File: config.mk
export PLATFORM = sky130hd
export DESIGN_NAME = regfile_wb_arbiter
export DESIGN_NICKNAME = d
export VERILOG_FILES = /design/src/rtl/rf_pkg.sv /design/src/rtl/rr_arb2.sv /design/src/rtl/regfile_wb_arbiter.sv
export SDC_FILE = /design/constraint.sdc
export NUM_CORES = 1
export LEC_CHECK = 0
export CELL_PAD_IN_SITES_DETAIL_PLACEMENT = 2
export CELL_PAD_IN_SITES_GLOBAL_PLACEMENT = 2
export CORE_MARGIN = 1.5
export CORE_UTILIZATION = 26
export CTS_CLUSTER_DIAMETER = 40
export DETAILED_ROUTE_END_ITERATION = 10
export GPL_ROUTABILITY_DRIVEN = 1
export PLACE_DENSITY = 0.89
export SLEW_MARGIN = 15
export SYNTH_ARGS = -nofsm -noshare
export SYNTH_HDL_FRONTEND = slang
export SYNTH_SLANG_ARGS = --single-unit
File: constraint.sdc
create_clock -name clk -period 2 [get_ports clk]
set_input_delay 0.2 -clock clk [delete_from_list [all_inputs] [get_ports clk]]
set_output_delay 0.2 -clock clk [all_outputs]
set_load 0.02 [all_outputs]
File: src/rtl/rf_pkg.sv
// Shared constants and types for the regfile write-back path.
// Imported by the arbiter and the top-level write-port owner.
package rf_pkg;

    localparam int XLEN     = 32;
    localparam int AW       = 5;
    localparam int NREG     = 32;
    localparam int REG_ZERO = 0;

    typedef enum logic {
        REQ_ALU = 1'b0,
        REQ_LSU = 1'b1
    } req_e;

endpackage

File: src/rtl/rr_arb2.sv
// Two-requester round-robin arbiter.
// The pointer moves only when both requesters contend.
module rr_arb2 #(
    parameter bit ALU_FIRST = 1'b1
) (
    input  logic       clk_i,
    input  logic       rst_ni,
    input  logic [1:0] req_i,
    output logic [1:0] gnt_o
);
    import rf_pkg::*;

    localparam req_e PtrRst = ALU_FIRST ? REQ_ALU : REQ_LSU;

    req_e ptr_q, ptr_d;
    logic both;

    always_comb begin
        both  = req_i[REQ_ALU] & req_i[REQ_LSU];
        gnt_o = 2'b00;
        ptr_d = ptr_q;
        if (both) begin
            // Winner is the favoured side; favour the loser next time.
            if (ptr_q == REQ_ALU) begin
                gnt_o[REQ_ALU] = 1'b1;
                ptr_d          = REQ_LSU;
            end else begin
                gnt_o[REQ_LSU] = 1'b1;
                ptr_d          = REQ_ALU;
            end
        end else if (req_i[REQ_ALU]) begin
            gnt_o[REQ_ALU] = 1'b1;
        end else if (req_i[REQ_LSU]) begin
            gnt_o[REQ_LSU] = 1'b1;
        end
    end

    always_ff @(posedge clk_i or negedge rst_ni) begin
        if (!rst_ni) begin
            ptr_q <= PtrRst;
        end else begin
            ptr_q <= ptr_d;
        end
    end

endmodule

File: src/rtl/regfile_wb_arbiter.sv
// Owns the regfile write port: arbitrates ALU/LSU write-backs into
// a registered write stage and tracks pending writes per register.
module regfile_wb_arbiter #(
    parameter int XLEN      = rf_pkg::XLEN,
    parameter int AW        = rf_pkg::AW,
    parameter int NREG      = rf_pkg::NREG,
    parameter bit ALU_FIRST = 1'b1
) (
    input  logic            clk,
    input  logic            rst,
    input  logic            alu_valid,
    input  logic [AW-1:0]   alu_addr,
    input  logic [XLEN-1:0] alu_data,
    output logic            alu_ready,
    input  logic            lsu_valid,
    input  logic [AW-1:0]   lsu_addr,
    input  logic [XLEN-1:0] lsu_data,
    output logic            lsu_ready,
    input  logic            issue_valid,
    input  logic [AW-1:0]   issue_rd,
    output logic            rf_we,
    output logic [AW-1:0]   rf_rd_addr,
    output logic [XLEN-1:0] rf_rd_data_in,
    output logic [NREG-1:0] busy
);
    import rf_pkg::*;

    logic [1:0]      req;
    logic [1:0]      gnt;
    logic            acc;
    logic [AW-1:0]   win_addr;
    logic [XLEN-1:0] win_data;

    logic            we_q, we_d;
    logic [AW-1:0]   addr_q, addr_d;
    logic [XLEN-1:0] data_q, data_d;
    logic [NREG-1:0] busy_q, busy_d;

    assign req[REQ_ALU] = alu_valid;
    assign req[REQ_LSU] = lsu_valid;

    rr_arb2 #(
        .ALU_FIRST (ALU_FIRST)
    ) u_arb (
        .clk_i  (clk),
        .rst_ni (rst),
        .req_i  (req),
        .gnt_o  (gnt)
    );

    // Ready is masked while reset is held so nothing is handed off.
    assign alu_ready = gnt[REQ_ALU] & rst;
    assign lsu_ready = gnt[REQ_LSU] & rst;
    assign acc       = |gnt;

    always_comb begin
        win_addr = alu_addr;
        win_data = alu_data;
        if (gnt[REQ_LSU]) begin
            win_addr = lsu_addr;
            win_data = lsu_data;
        end
    end

    always_comb begin
        we_d   = 1'b0;
        addr_d = addr_q;
        data_d = data_q;
        if (acc) begin
            addr_d = win_addr;
            data_d = win_data;
            we_d   = (win_addr != AW'(REG_ZERO));
        end
    end

    // Set after clear: a newer producer outranks the retiring write.
    always_comb begin
        busy_d = busy_q;
        if (we_q) begin
            busy_d[addr_q] = 1'b0;
        end
        if (issue_valid && (issue_rd != AW'(REG_ZERO))) begin
            busy_d[issue_rd] = 1'b1;
        end
        busy_d[REG_ZERO] = 1'b0;
    end

    always_ff @(posedge clk or negedge rst) begin
        if (!rst) begin
            we_q   <= 1'b0;
            addr_q <= '0;
            data_q <= '0;
            busy_q <= '0;
        end else begin
            we_q   <= we_d;
            addr_q <= addr_d;
            data_q <= data_d;
            busy_q <= busy_d;
        end
    end

    assign rf_we         = we_q;
    assign rf_rd_addr    = addr_q;
    assign rf_rd_data_in = data_q;
    assign busy          = busy_q;

endmodule

Word-level counts from Yosys, hierarchy flattened. Index checks and enable logic that the tools add are counted.

Flip-flop bits (word level): 70. Bits in latches: 0. RAM bits: 0. Bits in read-only memories: 0. Bits of input ports: 84. Output and inout port bits: 72. Logic and storage cells: 36. Memories kept: 0.

Add/subtract/negate cells: 0. Multiply operators: 0. Div/mod/pow operators: 0. Magnitude comparators: 4. Equal/unequal tests: 0. Shift-type cells: 0. Muxes and demuxes: 15. Bitwise logic cells: 6. Reductions and logical operators: 6.

Operator list (number): two-way mux 32 bit (3); bitwise AND 32 bit (1); NOT 32 bit (1); bitwise OR 32 bit (1); less-than comparator 5 x 6 -> 1 bit, second input constant (2); demux 1 bit (select 5 bit) (2); greater-or-equal comparator 5 x 1 -> 1 bit, second input constant (2); nonzero test 5 bit (2); two-way mux 1 bit (8); two-way mux 5 bit (1); bitwise AND 1 bit (3); logical AND 1 bit (3); two-way mux 2 bit (1); OR reduction 2 bit (1).

Longest topological paths before layout. Gate-level depths: netlist of run 1.

Word-level depth: 9. Mapped depth: 6.

By module. A second synthesis of run 1 with hierarchy kept.

Cells, all modules: 296. Area, all modules: 3120.5 um^2.

By module, submodules not included: regfile_wb_arbiter (times used 1, cells an instance 290, area each 3064.2 um^2, sequential area each 1726.7 um^2); rr_arb2 (times used 1, cells an instance 6, area each 56.3 um^2, sequential area each 25.0 um^2).

Worst setup path before layout of run 1. OpenSTA, ideal clock, no wires.

Kind: register to output. Start: register u_arb.ptr_q. End: output alu_ready. Arrival: 1154 ps. Data required time: 1800 ps. Setup slack: 646 ps. Cell stages (with the launch flop): 5. Path through: dfrtp_1 buf_2 a21bo_4 buf_2 nor2_1.

Word-level cells in the longest chain between the ends: 3.

RTL lines: start, declared (line rr_arb2.sv:15) `req_e ptr_q, ptr_d;`; start signal, assigned (line rr_arb2.sv:40) `ptr_q <= PtrRst;`; start signal, assigned (line rr_arb2.sv:42) `ptr_q <= ptr_d;`; two-way mux 1 bit (line rr_arb2.sv:24) `if (ptr_q == REQ_ALU) begin`; two-way mux 2 bit (line rr_arb2.sv:22) `if (both) begin`; bitwise AND 1 bit (line regfile_wb_arbiter.sv:52) `assign alu_ready = gnt[REQ_ALU] & rst;`; end, declared (line regfile_wb_arbiter.sv:14) `output logic alu_ready,`.

No other way between the ends.

Worst setup path after layout of run 1.
Start: input alu_valid. End: output alu_ready.

Word-level cells in the longest chain between the ends: 3. Elaborated cells on any way between the ends: 4. Classes of those cells: 2 x mux; 2 x bitwise.

RTL lines: start, declared (line regfile_wb_arbiter.sv:11) `input logic alu_valid,`; two-way mux 1 bit or bitwise AND 1 bit (tied branches) (line rr_arb2.sv:31, rr_arb2.sv:19); two-way mux 2 bit (*) (line rr_arb2.sv:22); bitwise AND 1 bit (*) (line regfile_wb_arbiter.sv:52).

Every way passes the cells marked *; elsewhere a longest branch is shown, timed or not.

==> reports/metrics.csv, run 1 <==
metric,value,unit
pin_count,156,
drive_above_1_share,0.136,
cts_hold_buf,0,
power.internal,4.48,mW
powerDensity,1300,mW/mm^2
cp-start-kind,input port,
maxSlewViolCount,0,
synthMuxAreaShare,0.120,
clock_skew,0.00727,ns
synth.avg_cell_area,10.2,um^2
dr.pass1.iters,4,
yosysSeqAreaShare,0.503,
grt_overflow_total,0,
die-width,119,um
area_growth,57.7,%
slew_headroom,0.359,
switching_share,0.371,
tightest_slew,0.962,ns
vdd_drop_max,0.000425,V
ys_warn_count,0,
use_met1,0.226,
num_antenna_cells,0,
power_frac_seq,0.327,
max_freq,0.532,GHz
worstSetupEndpointType,output port,
synth_top_family_by_area,compound AO/OA/AOI/OAI gates,
grt_util_met2,0.376,
grt_max_degree,71,
fin_cells,676,
mostFrequentLayoutCells,"clkdlybuf4s50_1, dfrtp_1, o21ai_0, o22ai_1, mux2_2",
layout_commonest_cell,clkdlybuf4s50_1,
p_sw,2.64,mW
clkSinkCount,70,
path_max_fanout,4,
postCtsSetupBuffers,0,
synth_simple_gate_area_frac,0.0762,
combPwrFrac,0.425,
status,completed,
die_h,119,um
grt_pass1_wl,22400,um
synth-xor-area-share,0.00252,
route.antenna.remaining_nets,0,
clk_pin_slew_worst_paths,0.06,ns
worstHoldPathType,input port to async pin,
wl,14000,um
synth.distinct_cells,24,
drc,0,
fin_crit_sh,0.939,
vias_per_cell,5.15,
setup_tns,0,ns
via_count,3479,
io_buffers,154,
r2r_setup_slack,0.46,ns
cap_viol_max_count,0,
numCtsBuffers,9,
p_clk_frac,0.248,
clk_latency,0.33,ns
hold_ws,0.107,ns
cts_resized,1,
synth.ff_latch_count,70,
synth_compound_area_frac,0.221,
netlist_area,0.00348,mm^2
rows,42,
syn_inst,342,
cts_root_buf,clkbuf_16,
worstPathArrival,1.68,ns
top_usage_layer,met2,
syn_nets,426,
wl_per_cell,20.7,um
rsz0062_at_grt,false,
core,0.0131,mm^2
nets,579,
clockBufferDepth,2,
initial_core_util,0.265,
dp_hpwl,10300,um
p_total,7.11,mW
grt_pass1_vias,4006,
setup_violations,0,
h-tree-depth,3,
hold_viol,0,
synth_fa_ha_area_frac,0,
worstSetupPathType,input port to output port,
dp.cells,660,
dr.first_iter.drc_count,107,
grt_usage,0.204,
dieArea,0.0141,mm^2
tritoncts,built,
grt_util_met3,0.0473,
routabilityCongestion,0.776,
p_leak,2.19,nW
antenna_found_initial,1,
final.min_clock_period,1.88,ns
cp.required,1.80,ns
-- metal layers --
metal	wire length [um]	vias to the layer above	part of all wire
li1	-	1563	-
met1	5460	1753	0.39
met2	7390	128	0.53
met3	809	33	0.058
met4	338	2	0.024
met5	13	-	0.00093
-- cells in the mapped netlist --
cell type / number / share of area
buf_6: 6 / 0.019
or3_1: 2 / 0.0036
dfrtp_1: 70 / 0.50
or4_1: 2 / 0.0043
nor2_1: 15 / 0.016
clkbuf_1: 6 / 0.0065
o22ai_1: 38 / 0.068
nand2_1: 3 / 0.0032
or3b_2: 2 / 0.0050
xnor2_1: 1 / 0.0025
buf_2: 5 / 0.0072
buf_1: 2 / 0.0022
nand3_1: 4 / 0.0058
mux2_2: 37 / 0.12
a21bo_4: 1 / 0.0047
conb_1: 1 / 0.0011
o21ai_0: 61 / 0.088
or3b_1: 5 / 0.013
buf_4: 2 / 0.0043
inv_1: 34 / 0.037
nand3b_1: 10 / 0.022
o21ai_1: 2 / 0.0029
nand2b_4: 1 / 0.0040
a31oi_1: 32 / 0.058
-- power by group through the flow --
stage | registers [mW] | clock network (mW) | logic (mW)
2_1_floorplan | 2.84 | 0 | 0.835
3_3_place_gp | 2.30 | 0 | 2.89
3_5_place_dp | 2.35 | 0 | 3.06
4_1_cts | 2.34 | 1.79 | 3.06
5_1_grt | 2.39 | 1.85 | 3.26
6_report | 2.33 | 1.76 | 3.02
-- area by class of cell --
cell class                      count  area, um^2
Multi-Input combinational cell    217        1460
Timing Repair Buffer              163        1600
Clock buffer                       10         239
Fill cell                        1426        7650
Sequential cell                    70        1750
Clock inverter                      6        85.1
Tap cell                          176         220
Inverter                           34         128
-- stage by stage --
step | cell area, um^2 | utilization | setup WS (ns)
final | 5490 | 0.418 | 0.122
after global routing | 5490 | 0.418 | 0.0606
after CTS | 5490 | 0.418 | 0.0965
after detailed placement | 5160 | 0.393 | 0.101
after global placement | 5160 | 0.393 | 0.0779
after floorplan | 3480 | - | 0.646
-- path summary, 6_finish.rpt --
| path | start | to | depth (start not counted) |
|---|---|---|---|
| min in group clk | lsu_valid | rf_we$_DFF_PN0_ | 4 |
| max in group asynchronous | rst | busy[10]$_DFF_PN0_ | 2 |
| min reg2reg | busy[15]$_DFF_PN0_ | busy[15]$_DFF_PN0_ | 2 |
| max reg2reg | rf_rd_addr[3]$_DFFE_PN0P_ | busy[10]$_DFF_PN0_ | 3 |
| max | alu_valid | alu_ready | 4 |
| min | rst | rf_rd_data_in[20]$_DFFE_PN0P_ | 2 |
-- sequential cells by signal, summed over array words and instances (netlist names) --
signal and flops:
rf_rd_data_in 32, busy 31, u_arb.ptr_q 1, rf_we 1, rf_rd_addr 5
-- cell families (layout without fill, tap and decap cells) --
family | Yosys count | count (layout)
AOI/OAI and AO/OA | 134 | 134
xor gates and xnor gates | 1 | 1
buffers and inverters | 55 | 213
DFF | 70 | 70
muxes | 37 | 37
other | 1 | 1
and+or+nand+nor | 44 | 44
-- worst max-delay path, stage by stage --
cell	delay, ns
clkdlybuf4s50_1	0.54
a21bo_4	0.25
nor2_1	0.08
clkdlybuf4s50_1	0.62
Power figures use the tool's default switching activity.
==> run 2, diff against run 1 <==
--- a/config.mk
+++ b/config.mk
@@ -5,6 +5,7 @@
 export SDC_FILE = /design/constraint.sdc
 export NUM_CORES = 1
 export LEC_CHECK = 0
+export CAP_MARGIN = 25
 export CELL_PAD_IN_SITES_DETAIL_PLACEMENT = 2
 export CELL_PAD_IN_SITES_GLOBAL_PLACEMENT = 2
 export CORE_MARGIN = 1.5
==> constraint.sdc (replaced) <==
create_clock -name clk -period 2 [get_ports clk]
set_input_delay 0.6 -clock clk [delete_from_list [all_inputs] [get_ports clk]]
set_output_delay 0.6 -clock clk [all_outputs]
set_load 0.02 [all_outputs]
==> reports/metrics.csv, run 2 (synthesis gave the netlist of run 1 again) <==
metric,value,unit,change
crit_family,buffers and inverters,,unchanged
wl,14000,um,about the same
setup_tns,0,ns,unchanged
status,completed,,unchanged
setup_violations,0,,unchanged
worstPathArrival,1.37,ns,was 1.68 ns
route.antenna.remaining_nets,0,,unchanged
core,0.0131,mm^2,unchanged
rsz0062_at_grt,false,,unchanged
numCtsBuffers,9,,unchanged
tritoncts,built,,unchanged
grt_overflow_total,0,,unchanged
via_count,3480,,was 3479
worstSetupPathType,flop to output port,,was input port to output port
dr.pass1.iters,4,,unchanged
dieArea,0.0141,mm^2,unchanged
cts_root_buf,clkbuf_16,,unchanged
antenna_found_initial,0,,was 1
wl_per_cell,20.5,um,was 20.7 um
slowest_delay,0.64,ns,was 0.62 ns
crit_path_end,busy[3],,was alu_ready
vdd_drop_max,0.000393,V,was 0.000425 V
tightest_slew,0.932,ns,was 0.962 ns
drc,0,,unchanged
fin_ws,0.0324,ns,was 0.122 ns
p_total,6.81,mW,was 7.11 mW
worstSetupEndpointType,output port,,unchanged
area_growth,57.3,%,was 57.7%
routabilityCongestion,0.768,,was 0.776
path_cells,clkdlybuf4s50_1,,"was clkdlybuf4s50_1, a21bo_4, nor2_1, clkdlybuf4s50_1"
worstSetupPathDepth,1,,was 4
r2r_setup_slack,0.50,ns,was 0.46 ns
hold_ws,0.522,ns,was 0.107 ns
grt_pass1_wl,22200,um,was 22400 um
clk_pin_slew_worst_paths,0.06,ns,about the same
r2r_end,busy[18]$_DFF_PN0_,,was busy[10]$_DFF_PN0_
mostFrequentLayoutCells,"clkdlybuf4s50_1, dfrtp_1, o21ai_0, o22ai_1, mux2_2",,unchanged
grt_max_degree,72,,was 71
initial_core_util,0.265,,unchanged
path_buf_inv,1,,was 2
vias_per_cell,5.10,,was 5.15
nets,587,,was 579
p_leak,2.21,nW,was 2.19 nW
rows,42,,unchanged
max_freq,0.508,GHz,was 0.532 GHz
largest_register_ffs,32,,unchanged
final.min_clock_period,1.97,ns,was 1.88 ns
hold_viol,0,,unchanged
grt_usage,0.203,,was 0.204
clockBufferDepth,2,,unchanged
cp-start-kind,flop,,was input port
dp_hpwl,10300,um,about the same
clk_latency,0.33,ns,about the same
drive_above_1_share,0.154,,was 0.136
postCtsSetupBuffers,0,,unchanged
clock_skew,0.00320,ns,was 0.00727 ns
finish.utilization,0.417,,was 0.418
die-width,119,um,unchanged
r2r-start,rf_rd_addr[2]$_DFFE_PN0P_,,was rf_rd_addr[3]$_DFFE_PN0P_
clkSinkCount,70,,unchanged
path_max_fanout,2,,was 4
slowest_stage,clkdlybuf4s50_1,,unchanged
crit_start,busy[3]$_DFF_PN0_,,was alu_valid
dr.first_iter.drc_count,137,,was 107
slew_headroom,0.378,,was 0.359
grt_pass1_vias,3988,,was 4006
fin_crit_sh,0.984,,was 0.939
layout_commonest_cell,clkdlybuf4s50_1,,unchanged
worstHoldPathType,flop to flop,,was input port to async pin
die_h,119,um,unchanged
dp_slack,-0.750,ns,was 0.101 ns
cap_viol_max_count,0,,unchanged
final.fill_count,1427,,was 1426
powerDensity,1240,mW/mm^2,was 1300 mW/mm^2
num_antenna_cells,0,,unchanged
io_buffers,154,,unchanged
maxSlewViolCount,0,,unchanged
pin_count,156,,unchanged
worstRegToRegCells,4,,was 3
cp.required,1.40,ns,was 1.80 ns
h-tree-depth,3,,unchanged
[run 2: repair_timing]
action / 4_1_cts / 5_1_grt
hold buffers: 0 / 0
gates resized for setup: 15 / 2
setup endpoints to repair: 5 / 2
hold endpoints to repair: 0 / 0
[run 2: per-layer routing]
metal / wire (um) / up-vias / track usage
met5: 0 / - / 0
met4: 157 / 0 / 0.0595
met3: 810 / 10 / 0.0502
met2: 7500 / 121 / 0.382
met1: 5520 / 1766 / 0.224
li1: - / 1583 / -
[run 2: final cells by class]
class | count | area (um^2) | area share
Clock inverter | 5 | 27.5 | 0.00503
Multi-Input combinational cell | 217 | 1470 | 0.268
Tap cell | 176 | 220 | 0.0402
Inverter | 34 | 128 | 0.0233
Sequential cell | 70 | 1750 | 0.320
Clock buffer | 10 | 229 | 0.0418
Timing Repair Buffer | 171 | 1650 | 0.302
[run 2: worst min path at each step]
stage                                  start            endpoint  cells after the start
after floorplan                          rst  busy[10]$_DFF_PN0_                      0
after detailed placement   busy[8]$_DFF_PN0_   busy[8]$_DFF_PN0_                      2
final                      busy[9]$_DFF_PN0_   busy[9]$_DFF_PN0_                      2
after global placement    busy[11]$_DFF_PN0_  busy[11]$_DFF_PN0_                      2
after global routing      busy[12]$_DFF_PN0_  busy[12]$_DFF_PN0_                      2
after CTS                  busy[8]$_DFF_PN0_   busy[8]$_DFF_PN0_                      2
[run 2: through the flow]
stage | area, um^2 | std cells
5_1_grt | 5480 | 683
2_1_floorplan | 3480 | 342
3_5_place_dp | 5230 | 668
3_3_place_gp | 5230 | 668
6_report | 5480 | 683
4_1_cts | 5480 | 683
[run 2: where the power goes]
part	switching (mW)	internal, mW
logic	1.65	1.43
clock network	0.608	0.823
registers	0.363	1.94
